`config.mk`:
```
export PLATFORM = sky130hd
export DESIGN_NAME = pll_lock_sequencer
export DESIGN_NICKNAME = d
export VERILOG_FILES = /design/src/rtl/pll_seq_pkg.sv /design/src/rtl/bit_sync2.sv /design/src/rtl/pll_lock_sequencer.sv
export SDC_FILE = /design/constraint.sdc
export NUM_CORES = 1
export LEC_CHECK = 0
export ABC_AREA = 1
export BUFFER_PORTS_ARGS = -buffer_cell sky130_fd_sc_hd__buf_4
export CELL_PAD_IN_SITES_DETAIL_PLACEMENT = 1
export CELL_PAD_IN_SITES_GLOBAL_PLACEMENT = 2
export CORE_MARGIN = 2
export CORE_UTILIZATION = 39
export CTS_CLUSTER_DIAMETER = 100
export DETAILED_ROUTE_END_ITERATION = 10
export PLACE_DENSITY_LB_ADDON = 0.1
export SYNTH_ARGS = -nofsm -noshare
export SYNTH_HDL_FRONTEND = slang
export SYNTH_SLANG_ARGS = --single-unit
```
`constraint.sdc`:
```
create_clock -name piul1RefClock -period 3.95 [get_ports piul1RefClock]
set_input_delay 0.1975 -clock piul1RefClock [delete_from_list [all_inputs] [get_ports piul1RefClock]]
set_output_delay 0.1975 -clock piul1RefClock [all_outputs]
set_load 0.02 [all_outputs]
```
`src/rtl/pll_seq_pkg.sv`:
```
// Shared types and sizing helpers for the PLL reset/lock sequencer.
package pll_seq_pkg;

    // Sequencer states.
    typedef enum logic [2:0] {
        HOLD      = 3'd0,
        WAIT_LOCK = 3'd1,
        STABLE    = 3'd2,
        RUN       = 3'd3,
        FAULT     = 3'd4
    } tPllSeqState;

    // Width of the saturating lock-loss counter.
    localparam int unsigned LOSS_CNT_W  = 8;

    // Retry counter width; MAX_RETRY is limited to 1..15.
    localparam int unsigned RETRY_CNT_W = 4;

    // Bits needed for a counter that runs 0 .. max_count-1 (at least 1 bit).
    function automatic int unsigned timer_width(input int unsigned max_count);
        if (max_count < 2) begin
            return 1;
        end
        return $clog2(max_count);
    endfunction

endpackage

```
`src/rtl/bit_sync2.sv`:
```
// Two-flop synchronizer for a single asynchronous level; both stages reset to 0.
module bit_sync2 (
    input  logic clk_i,
    input  logic rst_ni,
    input  logic d_i,
    output logic q_o
);

    logic meta_q;
    logic sync_q;

    // Capture the async input, then re-register to settle metastability.
    always_ff @(posedge clk_i or negedge rst_ni) begin
        if (!rst_ni) begin
            meta_q <= 1'b0;
            sync_q <= 1'b0;
        end else begin
            meta_q <= d_i;
            sync_q <= meta_q;
        end
    end

    assign q_o = sync_q;

endmodule

```
`src/rtl/pll_lock_sequencer.sv`:
```
// PLL reset-and-lock sequencer: holds the PLL in reset, qualifies lock as
// continuously stable, releases the downstream reset, retries on timeout,
// latches a fault after repeated failures and counts lock losses in RUN.
module pll_lock_sequencer
    import pll_seq_pkg::*;
#(
    parameter int unsigned HOLD_CYC    = 16,
    parameter int unsigned TIMEOUT_CYC = 65535,
    parameter int unsigned STABLE_CYC  = 256,
    parameter int unsigned MAX_RETRY   = 3
) (
    input  logic                  piul1RefClock,
    input  logic                  piul1Reset_n,
    input  logic                  piul1Restart,
    input  logic                  piul1PllLocked,
    output logic                  poul1PllReset,
    output logic                  poul1SysReset_n,
    output logic                  poul1Ready,
    output logic                  poul1Fault,
    output logic [LOSS_CNT_W-1:0] poul8LossCount
);

    localparam int unsigned HW = timer_width(HOLD_CYC);
    localparam int unsigned TW = timer_width(TIMEOUT_CYC);
    localparam int unsigned SW = timer_width(STABLE_CYC);

    localparam logic [HW-1:0]          HOLD_LAST   = HW'(HOLD_CYC - 1);
    localparam logic [TW-1:0]          TMO_LAST    = TW'(TIMEOUT_CYC - 1);
    localparam logic [SW-1:0]          STAB_LAST   = SW'(STABLE_CYC - 1);
    localparam logic [RETRY_CNT_W-1:0] RETRY_LIMIT = RETRY_CNT_W'(MAX_RETRY);

    tPllSeqState           state_q, state_d;
    logic [HW-1:0]         hold_q, hold_d;
    logic [TW-1:0]         tmo_q, tmo_d;
    logic [SW-1:0]         stab_q, stab_d;
    logic [RETRY_CNT_W-1:0] retry_q, retry_d;
    logic [LOSS_CNT_W-1:0] loss_q, loss_d;

    logic                  lock_s;
    logic                  restart_q;
    logic                  timeout;
    logic [RETRY_CNT_W-1:0] retry_inc;

    logic                  pll_reset_q;
    logic                  sys_rst_n_q;
    logic                  ready_q;
    logic                  fault_q;
    logic [LOSS_CNT_W-1:0] loss_out_q;

    bit_sync2 u_lock_sync (
        .clk_i  (piul1RefClock),
        .rst_ni (piul1Reset_n),
        .d_i    (piul1PllLocked),
        .q_o    (lock_s)
    );

    // Restart is registered once so it acts on the FSM the cycle after it is sampled.
    always_ff @(posedge piul1RefClock or negedge piul1Reset_n) begin
        if (!piul1Reset_n) begin
            restart_q <= 1'b0;
        end else begin
            restart_q <= piul1Restart;
        end
    end

    assign timeout   = (tmo_q == TMO_LAST);
    assign retry_inc = retry_q + RETRY_CNT_W'(1);

    // State, timers, retry and loss counters.
    always_ff @(posedge piul1RefClock or negedge piul1Reset_n) begin
        if (!piul1Reset_n) begin
            state_q <= HOLD;
            hold_q  <= '0;
            tmo_q   <= '0;
            stab_q  <= '0;
            retry_q <= '0;
            loss_q  <= '0;
        end else begin
            state_q <= state_d;
            hold_q  <= hold_d;
            tmo_q   <= tmo_d;
            stab_q  <= stab_d;
            retry_q <= retry_d;
            loss_q  <= loss_d;
        end
    end

    // Next-state logic: restart beats everything, timeout beats lock events.
    always_comb begin
        state_d = state_q;
        hold_d  = hold_q;
        tmo_d   = tmo_q;
        stab_d  = stab_q;
        retry_d = retry_q;
        loss_d  = loss_q;

        if (restart_q) begin
            state_d = HOLD;
            hold_d  = '0;
            tmo_d   = '0;
            stab_d  = '0;
            retry_d = '0;
        end else begin
            case (state_q)
                HOLD: begin
                    if (hold_q == HOLD_LAST) begin
                        state_d = WAIT_LOCK;
                        hold_d  = '0;
                        tmo_d   = '0;
                    end else begin
                        hold_d = hold_q + HW'(1);
                    end
                end

                WAIT_LOCK: begin
                    if (timeout) begin
                        retry_d = retry_inc;
                        hold_d  = '0;
                        state_d = (retry_inc == RETRY_LIMIT) ? FAULT : HOLD;
                    end else begin
                        tmo_d = tmo_q + TW'(1);
                        if (lock_s) begin
                            state_d = STABLE;
                            stab_d  = '0;
                        end
                    end
                end

                STABLE: begin
                    if (timeout) begin
                        retry_d = retry_inc;
                        hold_d  = '0;
                        state_d = (retry_inc == RETRY_LIMIT) ? FAULT : HOLD;
                    end else begin
                        // Timer keeps running across lock drops within one attempt.
                        tmo_d = tmo_q + TW'(1);
                        if (!lock_s) begin
                            state_d = WAIT_LOCK;
                        end else if (stab_q == STAB_LAST) begin
                            state_d = RUN;
                            retry_d = '0;
                        end else begin
                            stab_d = stab_q + SW'(1);
                        end
                    end
                end

                RUN: begin
                    if (!lock_s) begin
                        state_d = HOLD;
                        hold_d  = '0;
                        if (loss_q != '1) begin
                            loss_d = loss_q + LOSS_CNT_W'(1);
                        end
                    end
                end

                FAULT: begin
                    state_d = FAULT;
                end

                default: begin
                    state_d = HOLD;
                    hold_d  = '0;
                end
            endcase
        end
    end

    // Outputs decoded from the state register, one cycle behind it.
    always_ff @(posedge piul1RefClock or negedge piul1Reset_n) begin
        if (!piul1Reset_n) begin
            pll_reset_q <= 1'b1;
            sys_rst_n_q <= 1'b0;
            ready_q     <= 1'b0;
            fault_q     <= 1'b0;
            loss_out_q  <= '0;
        end else begin
            pll_reset_q <= (state_q == HOLD) || (state_q == FAULT);
            sys_rst_n_q <= (state_q == RUN);
            ready_q     <= (state_q == RUN);
            fault_q     <= (state_q == FAULT);
            loss_out_q  <= loss_q;
        end
    end

    assign poul1PllReset   = pll_reset_q;
    assign poul1SysReset_n = sys_rst_n_q;
    assign poul1Ready      = ready_q;
    assign poul1Fault      = fault_q;
    assign poul8LossCount  = loss_out_q;

endmodule

```
==> results by group <==
Hold path
  • Hold Path Class: register to register
  • Hold depth: 0
  • Hold wc startpoint: u_lock_sync.meta_q$_DFF_PN0_
  • Worst hold endpoint: u_lock_sync.q_o$_DFF_PN0_

Cells and area
  • Area grow syn2layout: 12.7%
  • Share of cells above drive strength 1: 0.115
  • Final Non-Filler Cells: 544
  • Nets: 448
  • Final Core Density: 0.457
  • Final antenna diode count: 0

Synthesis
  • Number of synthesized register bits: 57
  • Ys Warns: 0
  • Synthesized area: 3160 um^2
  • Main synth FF type: dfrtp_1
  • Post-synth top area share: 0.443
  • Avg Inst Size Synth: 7.56 um^2
  • Mapped Cells: 418
  • Area leader, netlist: dfrtp_1
  • Sequential share of the synthesized area: 0.452
  • Top cells by area, synth: dfrtp_1, nand2_1, inv_1
  • Net Count, Synth: 429
  • Cell variety after synth: 32
  • Top-count cell post-synth: nand2_1
  • Number of synthesized flops with an enable pin: 0
  • Commonest cells post-synth: nand2_1, dfrtp_1, inv_1
  • Ys async rst share: 1.00

Worst setup path
  • Crit. End Element: register
  • CP Max Fanout: 30
  • Top delay family on crit path: simple AND/OR/NAND/NOR gates
  • Reg2reg path depth: 5
  • Crit-path max cell delay: 0.58 ns
  • FF-to-FF Start: restart_q$_DFF_PN0_
  • Startpoint Class: register
  • Data required time of the worst path: 4.17 ns
  • CP Class: register to register
  • Buf+Inv Stages, Crit Path: 1
  • Critical path cell sequence: inv_1 -> nand3_1 -> nand3_2 -> nor2_1 -> a21oi_2
  • Capturing point of the worst reg2reg path: tmo_q[0]$_DFFE_PN0P_
  • Critical-path top delay cell: dfrtp_1
  • Flop-to-flop setup slack: 1.53 ns
  • Worst Path Arrival: 2.64 ns

Global routing
  • Largest net degree at the start of global routing: 58
  • First-pass GRT wire length: 13.3 mm
  • Total gr overflow: 0
  • Vias in the first global route: 2813
  • Initial antenna violation count: 0
  • GRT Overall Usage: 0.193

Die
  • Die X: 94.0 um
  • Die height: 94.0 um
  • Initial Util: 0.405
  • Site Rows: 32
  • IO Pins: 16
  • Core area: 7810 um^2
  • Full die area: 8840 um^2

Placed design
  • Port bufs: 15
  • HPWL Detailed: 5.47 mm
  • GPL Wtd Cong: 0.814
  • Dpl cells: 525
  • Pre-CTS setup slack: 1.55 ns

Routing
  • Top Metal Used: met4
  • TritonRoute pass-1 iters: 4
  • Via count: 2685
  • WL/cell: 13.9 um
  • WL met2: 3.56 mm
  • DRC: 0
  • Routed met1 length: 3.77 mm
  • Routed WL: 7.57 mm
  • Post-DRT Antenna Nets: 0
  • Vias per cell: 4.94
  • DR iter-0 viols: 71
  • Metal3 WL: 158 um

Clocking
  • H-tree depth: 3
  • Max Buffers Root-to-Sink: 2
  • Clk slew on worst S/H paths: 0.07 ns
  • Clk sink count: 57
  • CTS tree: built
  • CTS Buf Count: 9
  • Clk Latency, worst-skew pair: 0.34 ns
  • Post CTS Setup Buffer Count: 0
  • Root buffer cell: clkbuf_8

Timing
  • Post-route setup slack: 1.53 ns
  • Final clock skew: 0.00651 ns
  • Max-slew headroom: 0.359
  • Final slew viol count: 0
  • Worst-Margin Slew: 0.961 ns
  • Final setup violation count: 0
  • Achievable frequency: 0.413 GHz
  • Setup tns final: 0 ns
  • RSZ-0062 raised after global routing: false
  • Final period util: 0.613
  • Final Hold Fails: 0
  • Post-layout min period: 2.42 ns

Pwr
  • Cell Pwr Density: 488 nW/um^2
  • Net Sw Frac: 0.373
  • Internal cell power: 0.00109 W
  • Clock share of power: 0.312
  • Peak VDD IR: 299 uV
  • LEAKAGE: 1.73 nW
  • Seq pwr share: 0.415
  • Logic gate share of total power: 0.273
  • P_sw: 0.000650 W

Outcome
  • Outcome: finished clean

Job
  • Maxcap violations: 0
## logic make-up (layout without fill, tap and decap cells)
logic type / Yosys count / count (layout) / share of synthesized area
fa+ha+maj: 7 / 7 / 0.0277
simple gates: 248 / 248 / 0.353
xor+xnor: 9 / 9 / 0.0249
compound gates: 41 / 41 / 0.0685
flops: 57 / 57 / 0.452
buf+inv: 56 / 80 / 0.0744
## layer usage
metal / global-route usage / up-vias
met2: 0.321 / 20
met1: 0.257 / 1265
li1: - / 1391
met5: 0 / -
met3: 0.0409 / 9
met4: 0.0435 / 0
## worst max-delay path by stage
stage | startpoint | end | slack [ns] | cells after the start
after floorplan | tmo_q[0]$_DFFE_PN0P_ | tmo_q[2]$_DFFE_PN0P_ | 2.39 | 12
after global placement | restart_q$_DFF_PN0_ | tmo_q[0]$_DFFE_PN0P_ | 1.66 | 5
after detailed placement | restart_q$_DFF_PN0_ | tmo_q[0]$_DFFE_PN0P_ | 1.55 | 5
after CTS | restart_q$_DFF_PN0_ | tmo_q[0]$_DFFE_PN0P_ | 1.53 | 5
after global routing | restart_q$_DFF_PN0_ | tmo_q[0]$_DFFE_PN0P_ | 1.23 | 5
final | restart_q$_DFF_PN0_ | tmo_q[0]$_DFFE_PN0P_ | 1.53 | 5
## sequential cells by signal (all words and copies together), names as in the netlist, 3 cells and up
signal,flops
loss_q,8
poul8LossCount,8
retry_q,4
tmo_q,16
state_q,3
hold_q,4
stab_q,8
## cells in the final DEF (no fill, tap or decap), drive strengths merged
cell	count
nand3	34
inv	46
a21oi	5
clkbuf	10
clkinv	4
or2	5
nor2	38
buf	15
xor2	5
and2	2
o21ai	33
bufinv	1
nand4	26
clkinvlp	1
dfrtp	56
nor3	6
nand3b	2
ha	7
nor3b	1
xnor2	4
o21bai	3
nand2	134
dfstp	1
dlygate4sd3	3
## area by class of cell
type | instances | area (um^2)
inverters | 46 | 173
flip-flops and latches | 57 | 1430
well taps | 102 | 128
repair buffers | 18 | 143
clock inverters | 6 | 57.6
clock buffers | 10 | 138
multi-input cells | 305 | 1500
fillers | 985 | 4240
## timing repair
| action | in CTS | in global routing |
|---|---|---|
| resized for setup | 0 | 0 |
| hold endpoints to repair | 58 | 0 |
| endpoints found under the setup margin | 0 | 0 |
| hold buffers | 3 | 0 |
## worst reg2reg max path, cell delays in order, from the launching register on
cell and delay (ns):
dfrtp_1 0.58, inv_1 0.53, nand3_1 0.36, nand3_2 0.51
nor2_1 0.29, a21oi_2 0.04
## power by group through the flow
stage | clock, W | combinational, W | sequential, W
global placement | 0 | 0.000469 | 0.000728
detailed placement | 0 | 0.000481 | 0.000733
finish | 0.000544 | 0.000475 | 0.000722
CTS | 0.000560 | 0.000487 | 0.000723
floorplan | 0 | 0.000345 | 0.000734
global route | 0.000589 | 0.000546 | 0.000737
## stage by stage
| stage | hold slack [ns] | power (W) | area (um^2) |
|---|---|---|---|
| 2_1_floorplan | -0.0981 | 0.00108 | 3160 |
| 3_3_place_gp | 0.306 | 0.00120 | 3340 |
| 3_5_place_dp | 0.308 | 0.00121 | 3340 |
| 4_1_cts | 0.362 | 0.00177 | 3560 |
| 5_1_grt | 0.394 | 0.00187 | 3560 |
| 6_report | 0.359 | 0.00174 | 3560 |
(Power assumes the default switching activity.)
